## src/rtl/ex_mem_pkg.sv

```systemverilog
// Shared constants for the EX/MEM stage register: FSM state codes, default
// widths and the packed payload width.
package ex_mem_pkg;

    localparam logic [1:0] EMPTY = 2'b00;
    localparam logic [1:0] ONE   = 2'b01;
    localparam logic [1:0] TWO   = 2'b10;

    localparam int N_DEF     = 16;
    localparam int REGW_DEF  = 3;
    localparam int CTRLW_DEF = 4;
    localparam int CNTW_DEF  = 8;

    // Payload layout (MSB first): result, zero, ofl, wr_reg, ctrl
    function automatic int payload_w(input int n, input int regw, input int ctrlw);
        return n + 2 + regw + ctrlw;
    endfunction

    localparam int PAYLOAD_W = N_DEF + 2 + REGW_DEF + CTRLW_DEF;

endpackage

```

## src/rtl/ex_mem_entry.sv

```systemverilog
// One payload slot of the EX/MEM skid buffer: load-enabled register that
// clears to zero under synchronous active-low reset.
module ex_mem_entry
    import ex_mem_pkg::*;
#(
    parameter int W = PAYLOAD_W
) (
    input  logic         clk,
    input  logic         rst_n,
    input  logic         load_i,
    input  logic [W-1:0] d_i,
    output logic [W-1:0] q_o
);

    logic [W-1:0] data_q;

    always_ff @(posedge clk) begin
        if (!rst_n) begin
            data_q <= '0;
        end else if (load_i) begin
            data_q <= d_i;
        end
    end

    assign q_o = data_q;

endmodule

```

## src/rtl/ex_mem_skid_reg.sv

```systemverilog
// EX/MEM stage register with a 2-entry skid buffer, flush, and an overflow
// monitor (sticky flag plus saturating count of delivered Ofl results).
//
//   state | meaning
//   EMPTY | no entry held; in_ready=1, out_valid=0
//   ONE   | main holds the oldest entry; skid unused
//   TWO   | main and skid both full; in_ready=0
module ex_mem_skid_reg
    import ex_mem_pkg::*;
#(
    parameter int N     = N_DEF,
    parameter int REGW  = REGW_DEF,
    parameter int CTRLW = CTRLW_DEF,
    parameter int CNTW  = CNTW_DEF
) (
    input  logic             clk,
    input  logic             rst_n,
    input  logic             in_valid,
    output logic             in_ready,
    input  logic [N-1:0]     in_result,
    input  logic             in_zero,
    input  logic             in_ofl,
    input  logic [REGW-1:0]  in_wr_reg,
    input  logic [CTRLW-1:0] in_ctrl,
    input  logic             flush,
    output logic             out_valid,
    input  logic             out_ready,
    output logic [N-1:0]     out_result,
    output logic             out_zero,
    output logic             out_ofl,
    output logic [REGW-1:0]  out_wr_reg,
    output logic [CTRLW-1:0] out_ctrl,
    input  logic             ofl_clear,
    output logic             ofl_sticky,
    output logic [CNTW-1:0]  ofl_count
);

    localparam int PW = payload_w(N, REGW, CTRLW);
    localparam logic [CNTW-1:0] CNT_MAX = '1;

    logic [1:0]      state_q, state_d;
    logic            acc, dlv;
    logic            load_main, load_skid, main_from_skid;
    logic [PW-1:0]   in_payload, main_d, main_q, skid_q;
    logic            ofl_sticky_q;
    logic [CNTW-1:0] ofl_count_q;

    assign in_payload = {in_result, in_zero, in_ofl, in_wr_reg, in_ctrl};
    assign acc        = in_valid & in_ready;
    assign dlv        = out_valid & out_ready;

    always_ff @(posedge clk) begin
        if (!rst_n) begin
            state_q <= EMPTY;
        end else begin
            state_q <= state_d;
        end
    end

    always_comb begin
        state_d        = state_q;
        load_main      = 1'b0;
        load_skid      = 1'b0;
        main_from_skid = 1'b0;
        case (state_q)
            EMPTY: begin
                if (acc) begin
                    state_d   = ONE;
                    load_main = 1'b1;
                end
            end
            ONE: begin
                if (acc && !dlv) begin
                    state_d   = TWO;
                    load_skid = 1'b1;
                end else if (acc && dlv) begin
                    load_main = 1'b1;
                end else if (dlv) begin
                    state_d = EMPTY;
                end
            end
            TWO: begin
                if (dlv) begin
                    state_d        = ONE;
                    load_main      = 1'b1;
                    main_from_skid = 1'b1;
                end
            end
            default: state_d = EMPTY;
        endcase
        // Flush drops the incoming result; payload registers keep stale data.
        if (flush) begin
            state_d   = EMPTY;
            load_main = 1'b0;
            load_skid = 1'b0;
        end
    end

    always_comb begin
        in_ready  = (state_q != TWO);
        out_valid = (state_q != EMPTY);
    end

    assign main_d = main_from_skid ? skid_q : in_payload;

    ex_mem_entry #(.W(PW)) u_main (
        .clk    (clk),
        .rst_n  (rst_n),
        .load_i (load_main),
        .d_i    (main_d),
        .q_o    (main_q)
    );

    ex_mem_entry #(.W(PW)) u_skid (
        .clk    (clk),
        .rst_n  (rst_n),
        .load_i (load_skid),
        .d_i    (in_payload),
        .q_o    (skid_q)
    );

    assign {out_result, out_zero, out_ofl, out_wr_reg, out_ctrl} = main_q;

    // A delivered overflow beats a simultaneous clear, restarting the count at 1.
    always_ff @(posedge clk) begin
        if (!rst_n) begin
            ofl_sticky_q <= 1'b0;
            ofl_count_q  <= '0;
        end else if (dlv && out_ofl) begin
            ofl_sticky_q <= 1'b1;
            if (ofl_clear) begin
                ofl_count_q <= CNTW'(1);
            end else if (ofl_count_q != CNT_MAX) begin
                ofl_count_q <= ofl_count_q + CNTW'(1);
            end
        end else if (ofl_clear) begin
            ofl_sticky_q <= 1'b0;
            ofl_count_q  <= '0;
        end
    end

    assign ofl_sticky = ofl_sticky_q;
    assign ofl_count  = ofl_count_q;

endmodule

```

## config.mk

```make
export PLATFORM = sky130hd
export DESIGN_NAME = ex_mem_skid_reg
export DESIGN_NICKNAME = d
export VERILOG_FILES = /design/src/rtl/ex_mem_pkg.sv /design/src/rtl/ex_mem_entry.sv /design/src/rtl/ex_mem_skid_reg.sv
export SDC_FILE = /design/constraint.sdc
export NUM_CORES = 1
export LEC_CHECK = 0
export BUFFER_PORTS_ARGS = -buffer_cell sky130_fd_sc_hd__buf_2
export CORE_MARGIN = 5
export CORE_UTILIZATION = 53
export DETAILED_ROUTE_END_ITERATION = 8
export PLACE_DENSITY = 0.77
export RECOVER_POWER = 25
export SLEW_MARGIN = 10
export SYNTH_ARGS = -nofsm -noshare
export SYNTH_HDL_FRONTEND = slang
export SYNTH_SLANG_ARGS = --single-unit
```

## constraint.sdc

```tcl
create_clock -name clk -period 1.95 [get_ports clk]
set_input_delay 0.195 -clock clk [delete_from_list [all_inputs] [get_ports clk]]
set_output_delay 0.195 -clock clk [all_outputs]
set_load 0.01 [all_outputs]
```

==> results.rst, run 1 <==
.. list-table::
   :header-rows: 1

   * - Metric
     - Value
   * - Status
     - complete, no violations
   * - Critical path peak fanout
     - 5
   * - Vias post-DR
     - about 2,500
   * - Total number of yosys warnings
     - 0
   * - Number of DRC markers in iteration 0
     - 168
   * - Power Dens Cells
     - 785 nW/um^2
   * - Synthesis-to-layout area growth
     - 19.8%
   * - Share of Yosys cell area claimed by the top area cell type
     - 44.1%
   * - Maximum capacitance violations
     - 0
   * - Die W
     - 82.3 um
   * - Setup TNS
     - 0 ns
   * - Crit path DAT
     - 1.88 ns
   * - Ant. Diodes
     - 0
   * - Via count of the first global-routing pass
     - 2,369
   * - Number of hold-repair buffers added at the cts stage
     - 0
   * - Total DRC errors in the routed layout
     - 0
   * - Clock transition time at the flip-flop clock pins of the worst setup and hold paths
     - 0.06 ns
   * - Type of the worst min-delay path
     - input port to flip-flop
   * - Count of flip-flops with a built-in enable after synthesis
     - 0
   * - Detail-routed net length per standard cell
     - 14.4 um
   * - Number of library cell types mapped by synthesis
     - 43
   * - Number of hold-slack violations in the final timing report
     - 0
   * - Critical path type
     - flip-flop to flip-flop
   * - Number of failing setup endpoints in the final timing report
     - 0
   * - Insertion delay of the later-clocked pin in the worst-skew pair
     - between 0.3 and 0.4 ns
   * - Initial core utilization
     - 54.2%
   * - Worst clock skew on the final layout
     - 0.00559 ns
   * - Hold WS
     - 0.114 ns
   * - Fin crit share
     - 84.8%
   * - Cell Area, Synth
     - 2770 um^2
   * - Clock Path Buffers
     - 2
   * - Sequential element share of the synthesized area
     - 44.1%
   * - Tightest slew margin relative to the limit
     - 71.6%
   * - Synth Net Count
     - 350
   * - Setup repair after global routing missed its margin
     - no
   * - Fraction of power consumed by combinational cells
     - slightly below 9%
   * - Number of instances in the synthesized netlist
     - 318
   * - Core Box Area
     - 5110 um^2
   * - Count of instances resized after the clock tree is built
     - 0
   * - Residual antenna-violating net count after detailed routing
     - 0
   * - IO buf count
     - 66
   * - Clock tree from TritonCTS
     - yes
   * - Total global routing overflow
     - 0
   * - Number of top-level pins
     - 67
   * - Share of layout cells above drive strength 1
     - 18.9%
   * - Overall Global Routing Usage
     - 21.5%
   * - Max Fclk
     - 0.605 GHz
   * - Finished Core Util
     - between 60% and 70%
   * - Sequential share of power
     - 49.7%
   * - Buffer type at the clock tree root
     - sky130_fd_sc_hd__clkbuf_8
   * - Number of nets in the final layout
     - 415
   * - Actual slew at the worst max-slew pin
     - 0.423 ns
   * - Post-layout minimum cycle time
     - 1.65 ns
   * - Number of H-tree levels
     - 3
   * - Detailed Route WL
     - 6600 um
   * - Capturing element type of the critical path
     - flip-flop
   * - Leakage power
     - approximately 1.4 nW
   * - Switching pwr
     - 0.602 mW
   * - Maximum ir drop on the vdd rail
     - approximately 0.00056 V
   * - Startpoint type of the worst setup path
     - flip-flop
   * - Final Slew Violations
     - 0
   * - PnR Total Power
     - 2.61 mW
   * - Maximum number of pins on one net before global-route repair
     - 39
   * - Number of buffers inserted by post-CTS setup repair
     - 0
   * - Die Ht
     - between 80 and 90 um
   * - Layout Cells excl Fill
     - 457
   * - Number of CTS-inserted buffers
     - 9
   * - Initial antenna violation count
     - 0
   * - Via-to-Cell Ratio
     - 5.48
   * - Sw frac
     - 23.1%
   * - Placer Congestion
     - 0.858
   * - Post-Place Cells
     - roughly 440
   * - TritonCTS sink count
     - ~60
   * - Wire length of the first global-routing pass
     - 11,100 um
   * - Total die area
     - 6770 um^2
   * - Register-to-register setup slack
     - 0.30 ns
   * - DP Wirelength
     - 4460 um
   * - Internal portion of total power
     - 2.00 mW
   * - Share of synthesized flip-flops with an asynchronous set or reset
     - 0%
   * - Most used flip-flop cell after synthesis
     - sky130_fd_sc_hd__dfxtp_1
   * - Required time reported for the critical path endpoint
     - 2.17 ns
   * - Detailed-routing iteration count for the pre-antenna-repair pass
     - 4
   * - Leading cell types by total area after synthesis
     - sky130_fd_sc_hd__dfxtp_1, sky130_fd_sc_hd__mux2i_1, sky130_fd_sc_hd__nand2_1
   * - Leading area contributor after synthesis
     - sky130_fd_sc_hd__dfxtp_1
   * - Site row count
     - 26
   * - Flop and latch count out of synthesis
     - 61
   * - Clock group share of total power
     - 41.4%
   * - Post-synthesis average cell area
     - 8.71 um^2
layout make-up:
type | count | area (um^2)
Sequential cell | 61 | 1220
Multi-Input combinational cell | 230 | 1400
Clock buffer | 15 | 196
Fill cell | 462 | 1790
Inverter | 3 | 11.3
Tap cell | 70 | 87.6
Timing Repair Buffer | 78 | 403
routing by layer:
metal	vias to the layer above	share of wire [%]	GRT usage, %
met5	-	0	0
met3	6	6.7	6.72
met1	1174	42	25.5
met2	70	50	36.9
met4	0	0.77	6.48
li1	1255	-	-
stage by stage:
stage                     area, um^2  setup slack [ns]
after floorplan                 2770             0.408
after CTS                       3350             0.327
final                           3320             0.296
after global routing            3320             0.166
after global placement          3150             0.433
after detailed placement        3150             0.377
kinds of logic (layout without fill, tap and decap cells):
family                   after synthesis  after routing  synth area share [%]
AO/OA/AOI/OAI                         93             93                  20.6
XOR/XNOR                               2              2                 0.632
adder cells (fa/ha/maj)                1              1                 0.452
buffers and inverters                 27             96                  5.60
flip-flops                            61             61                  44.1
multiplexers                          26             26                  9.39
AND/OR/NAND/NOR                      108            108                  19.2
Yosys cell counts, types with 2 or more instances:
cell                       count
sky130_fd_sc_hd__nand3_1       4
sky130_fd_sc_hd__buf_2         4
sky130_fd_sc_hd__nand2_1      56
sky130_fd_sc_hd__or3_1        27
sky130_fd_sc_hd__clkbuf_1     12
sky130_fd_sc_hd__inv_1         2
sky130_fd_sc_hd__o21ai_0      15
sky130_fd_sc_hd__xor2_1        2
sky130_fd_sc_hd__a21oi_1      33
sky130_fd_sc_hd__dfxtp_1      61
sky130_fd_sc_hd__mux2i_1      26
sky130_fd_sc_hd__nor2_1        6
sky130_fd_sc_hd__buf_6         6
sky130_fd_sc_hd__o21ai_1      12
sky130_fd_sc_hd__nor3_1        2
sky130_fd_sc_hd__a21boi_1     21
sky130_fd_sc_hd__o211ai_1      2
sky130_fd_sc_hd__nand2b_1      2
power by group through the flow:
stage / combinational, mW / clock, mW / sequential, mW
after floorplan: 0.131 / 0 / 1.33
after global placement: 0.234 / 0 / 1.32
after detailed placement: 0.240 / 0 / 1.32
after CTS: 0.242 / 1.10 / 1.29
after global routing: 0.264 / 1.17 / 1.30
final: 0.233 / 1.08 / 1.29
final timing paths:
| kind | start | endpoint | cells after the start |
|---|---|---|---|
| max | ofl_count[1] | ofl_count[7] | 5 |
| max reg2reg | ofl_count[1] | ofl_count[7] | 5 |
| min | in_result[10] | u_skid.q_o[19] | 3 |
| min reg2reg | u_skid.q_o[4] | u_skid.q_o[4] | 2 |
sequential cells by signal, summed over array words and instances (netlist names):
name,flops
state_q,2
u_skid.q_o,25
ofl_sticky,1
u_main.q_o,25
ofl_count,8
placed cells by master, fill, tap and decap left out, types with 4 or more instances in the layout:
master and count:
sky130_fd_sc_hd__nand3_1 4, sky130_fd_sc_hd__buf_2 42, sky130_fd_sc_hd__clkbuf_1 25, sky130_fd_sc_hd__o21ai_0 15, sky130_fd_sc_hd__o21ai_1 12, sky130_fd_sc_hd__a21oi_1 33
sky130_fd_sc_hd__buf_4 11, sky130_fd_sc_hd__nor2_1 6, sky130_fd_sc_hd__mux2i_1 26, sky130_fd_sc_hd__a21boi_1 21, sky130_fd_sc_hd__clkbuf_8 14, sky130_fd_sc_hd__dfxtp_1 61
sky130_fd_sc_hd__nand2_1 56, sky130_fd_sc_hd__or3_1 27
worst max-delay path, stage by stage (launching register included):
cell and delay, ns:
sky130_fd_sc_hd__dfxtp_1 0.38, sky130_fd_sc_hd__ha_1 0.23, sky130_fd_sc_hd__nand4_1 0.23, sky130_fd_sc_hd__o22ai_1 0.39
sky130_fd_sc_hd__nor3_1 0.10, sky130_fd_sc_hd__o211a_1 0.22
Note: power is estimated with default switching activity, not from simulation.
==> inputs of run 2 (changes only) <==
ABC_AREA = 1   (was default)
CORE_UTILIZATION = 48   (was 53)
PLACE_DENSITY = 0.74   (was 0.77)
clock period = 1.5 ns   (was 1.95 ns; I/O delays follow)
==> results.rst, run 2 <==
.. list-table::
   :header-rows: 1

   * - Metric
     - Value
   * - Status
     - complete, no violations
   * - Final Slew Violations
     - 0 (unchanged)
   * - Critical path type
     - flip-flop to flip-flop
   * - Startpoint type of the worst setup path
     - flip-flop
   * - Count of flip-flops with a built-in enable after synthesis
     - 0 (unchanged)
   * - Overall Global Routing Usage
     - 17.1% (-4.4 points)
   * - Maximum capacitance violations
     - 0 (unchanged)
   * - Hold_sp
     - in_result[11]
   * - Insertion delay of the later-clocked pin in the worst-skew pair
     - 0.34 ns (about the same)
   * - Crit Reg-Reg Startpoint
     - ofl_count[0]
   * - Worst Reg-to-Reg Cells
     - 8 (+3)
   * - Worst-path cell with the longest stage delay
     - sky130_fd_sc_hd__dfxtp_2
   * - Share of synthesized flip-flops with an asynchronous set or reset
     - 0% (unchanged)
   * - Synth Net Count
     - 450 (+29%)
   * - Wire length of the first global-routing pass
     - 10,100 um (-8.5%)
   * - Most frequent cell after synthesis
     - sky130_fd_sc_hd__nand2_1
   * - Crit path DAT
     - 1.61 ns (-0.27 ns)
   * - Critical path peak fanout
     - 6 (+1)
   * - Commonest non-fill, non-tap cell in the layout
     - sky130_fd_sc_hd__nand2_1
   * - Post-layout minimum cycle time
     - 1.38 ns (-0.271 ns)
   * - TritonCTS sink count
     - 61 (unchanged)
   * - Detailed-routing iteration count for the pre-antenna-repair pass
     - 5 (+1)
   * - Detail-routed net length per standard cell
     - 10.5 um (-27%)
   * - Residual antenna-violating net count after detailed routing
     - 0 (unchanged)
   * - Placer Congestion
     - 0.819 (-4.5%)
   * - Total number of yosys warnings
     - 0 (unchanged)
   * - Layout Cells excl Fill
     - 555 (+21%)
   * - Clock transition time at the flip-flop clock pins of the worst setup and hold paths
     - 0.06 ns (about the same)
   * - Leading cell types by total area after synthesis
     - sky130_fd_sc_hd__dfxtp_1, sky130_fd_sc_hd__nand2_1, sky130_fd_sc_hd__o21ai_0
   * - Total DRC errors in the routed layout
     - 0 (unchanged)
   * - Number of hold-repair buffers added at the cts stage
     - 0 (unchanged)
   * - CP peak stage delay
     - 0.36 ns (-0.03 ns)
   * - Number of library cell types mapped by synthesis
     - 18 (-58%)
   * - Post-Place Cells
     - 541 (+22%)
   * - Total die area
     - 7350 um^2 (+8.5%)
   * - Number of nets in the final layout
     - 512 (+23%)
   * - Tightest slew margin relative to the limit
     - 68.6% (-3.0 points)
   * - Worst path setup slack after routing
     - 0.117 ns (-0.179 ns)
   * - Number of CTS-inserted buffers
     - 9 (unchanged)
   * - Flop and latch count out of synthesis
     - 61 (unchanged)
   * - DP Wirelength
     - 3890 um (-13%)
   * - Ant. Diodes
     - 0 (unchanged)
   * - Synthesis-to-layout area growth
     - 19.6%
   * - Cells traversed along the worst timing path
     - ha_1 -> nand2_1 -> nor2_2 -> nand2_1 -> nand2_2 -> nand2_1 -> nand2_1 -> a21oi_1
   * - Via-to-Cell Ratio
     - 4.74 (-13%)
   * - Most instantiated cells after synthesis
     - sky130_fd_sc_hd__nand2_1, sky130_fd_sc_hd__inv_1, sky130_fd_sc_hd__nor2_1
   * - Fillers
     - 578 (+25%)
   * - Buffer type at the clock tree root
     - sky130_fd_sc_hd__clkbuf_8
   * - Die W
     - 85.7 um (+4.1%)
   * - Number of DRC markers in iteration 0
     - 122 (-27%)
   * - Initial antenna violation count
     - 0 (unchanged)
   * - PnR Total Power
     - 3.33 mW (+28%)
   * - Site row count
     - 27 (+3.8%)
   * - Post-synthesis average cell area
     - 6.58 um^2 (-24%)
   * - Actual slew at the worst max-slew pin
     - 0.470 ns (+0.0463 ns)
   * - Core Box Area
     - 5540 um^2 (+8.5%)
   * - Clock Path Buffers
     - 2 (unchanged)
   * - Sequential element share of the synthesized area
     - 44.4% (+0.30 points)
   * - IO buf count
     - 66 (unchanged)
   * - Number of H-tree levels
     - 3 (unchanged)
   * - Worst clock skew on the final layout
     - 0.00537 ns (-0.000226 ns)
   * - Share of Yosys cell area claimed by the top area cell type
     - 44.4% (+0.30 points)
   * - Instance count along the most critical hold path
     - 3 (unchanged)
   * - Dominant cell type by count on the critical path
     - sky130_fd_sc_hd__nand2_1
   * - Number of hold-slack violations in the final timing report
     - 0 (unchanged)
   * - Power Dens Cells
     - 1010 nW/um^2 (+29%)
   * - Hold WS
     - 0.0963 ns (-0.0177 ns)
   * - Required time reported for the critical path endpoint
     - 1.73 ns (-0.44 ns)
   * - Leading cell types in the layout, fill and taps excluded
     - sky130_fd_sc_hd__nand2_1, sky130_fd_sc_hd__inv_1, sky130_fd_sc_hd__nor2_1, sky130_fd_sc_hd__dfxtp_1, sky130_fd_sc_hd__o21ai_0
   * - Setup Slack @ Placement
     - 0.0578 ns (-0.319 ns)
   * - Finished Core Util
     - 59.4% (-5.6 points)
   * - Number of failing setup endpoints in the final timing report
     - 0 (unchanged)
   * - Maximum number of pins on one net before global-route repair
     - 51 (+31%)
   * - Number of instances in the synthesized netlist
     - 418 (+31%)
   * - Total global routing overflow
     - 0 (unchanged)
   * - Max Fclk
     - 0.723 GHz (+20%)
   * - Clock tree from TritonCTS
     - yes
   * - Maximum ir drop on the vdd rail
     - 0.000628 V (+12%)
   * - Share of layout cells above drive strength 1
     - 15.1% (-3.7 points)
   * - Cell Area, Synth
     - 2750 um^2 (-0.68%)
   * - Detailed Route WL
     - 5810 um (-12%)
   * - Leakage power
     - 1.56 nW (+9.3%)
   * - Fin crit share
     - 92.2% (+7.4 points)
   * - Capturing element type of the critical path
     - flip-flop
   * - Number of top-level pins
     - 67 (unchanged)
   * - Vias post-DR
     - 2,632 (+5.1%)
   * - Initial core utilization
     - 49.7% (-4.6 points)
   * - Via count of the first global-routing pass
     - 2,419 (+2.1%)
   * - Die Ht
     - 85.7 um (+4.1%)
   * - Beginning of the critical path
     - ofl_count[0]
   * - Most used flip-flop cell after synthesis
     - sky130_fd_sc_hd__dfxtp_1
   * - Leading area contributor after synthesis
     - sky130_fd_sc_hd__dfxtp_1
   * - Type of the worst min-delay path
     - input port to flip-flop
==> run 2: changes by cell type in the layout (fill, tap and decap cells not counted), moves of 9 or more <==
cell                       before  now
sky130_fd_sc_hd__o21ai_0       15   54
sky130_fd_sc_hd__or3_1         27    0
sky130_fd_sc_hd__nand2_1       56   99
sky130_fd_sc_hd__mux2i_1       26    0
sky130_fd_sc_hd__a21boi_1      21    0
sky130_fd_sc_hd__inv_1          2   68
sky130_fd_sc_hd__buf_4         11    2
sky130_fd_sc_hd__o21ai_1       12    3
sky130_fd_sc_hd__nor2_1         6   62
==> run 2: repair_timing <==
action / CTS / global route
setup endpoints to repair: 0 / 7
setup buffers: 0 / 0
resized for setup: 0 / 4
==> run 2: path summary, 6_finish.rpt <==
| path | slack (ns) | to |
|---|---|---|
| max | 0.12 | ofl_count[3] |
| min | 0.1 | u_skid.q_o[20] |
| max reg2reg | 0.12 | ofl_count[3] |
| min reg2reg | 0.45 | u_skid.q_o[18] |
==> run 2: layout make-up <==
| class | count | area [um^2] | area share [%] |
|---|---|---|---|
| clock buffer | 12 | 155 | 4.71 |
| clock inverter | 2 | 10.0 | 0.304 |
| inverter | 68 | 255 | 7.75 |
| multi-input combinational | 269 | 1180 | 35.8 |
| sequential | 61 | 1220 | 37.2 |
| tap | 72 | 90.1 | 2.74 |
| timing repair buffer | 71 | 379 | 11.5 |
==> run 2: layer usage <==
metal  up-vias  global-route usage [%]  part of all wire [%]
met2        58                    28.1                    45
li1       1414                       -                     -
met1      1154                    20.0                    45
met4         0                    6.91                   1.0
met3         6                    6.63                   8.1
met5         -                       0                     0
==> run 2: per-stage QoR <==
step / instance area [um^2] / TNS [ns]
floorplan: 2750 / 0
global placement: 3150 / 0
detailed placement: 3150 / 0
CTS: 3310 / 0
global route: 3290 / -0.0271
finish: 3290 / 0
==> run 2: critical path: cells and delay by family, from the launching register on <==
| kind | cells | cell delay [ns] |
|---|---|---|
| fa+ha+maj | 1 | 0.18 |
| flops | 1 | 0.36 |
| simple gates | 6 | 0.69 |
| compound gates | 1 | 0.05 |
==> run 2: logic make-up (layout without fill, tap and decap cells) <==
logic type               count (synthesis)  count (layout)  share of synthesized area (%)
AO/OA/AOI/OAI                           90              90                           16.5
adder cells (fa/ha/maj)                  1               1                          0.455
buffers and inverters                   88             153                           13.1
AND/OR/NAND/NOR                        178             178                           25.6
flip-flops                              61              61                           44.4
==> run 2: power by group <==
part	total, mW	internal, mW	switching, mW
Clock	1.26	0.666	0.592
Combinational	0.367	0.144	0.223
Sequential	1.71	1.68	0.0263
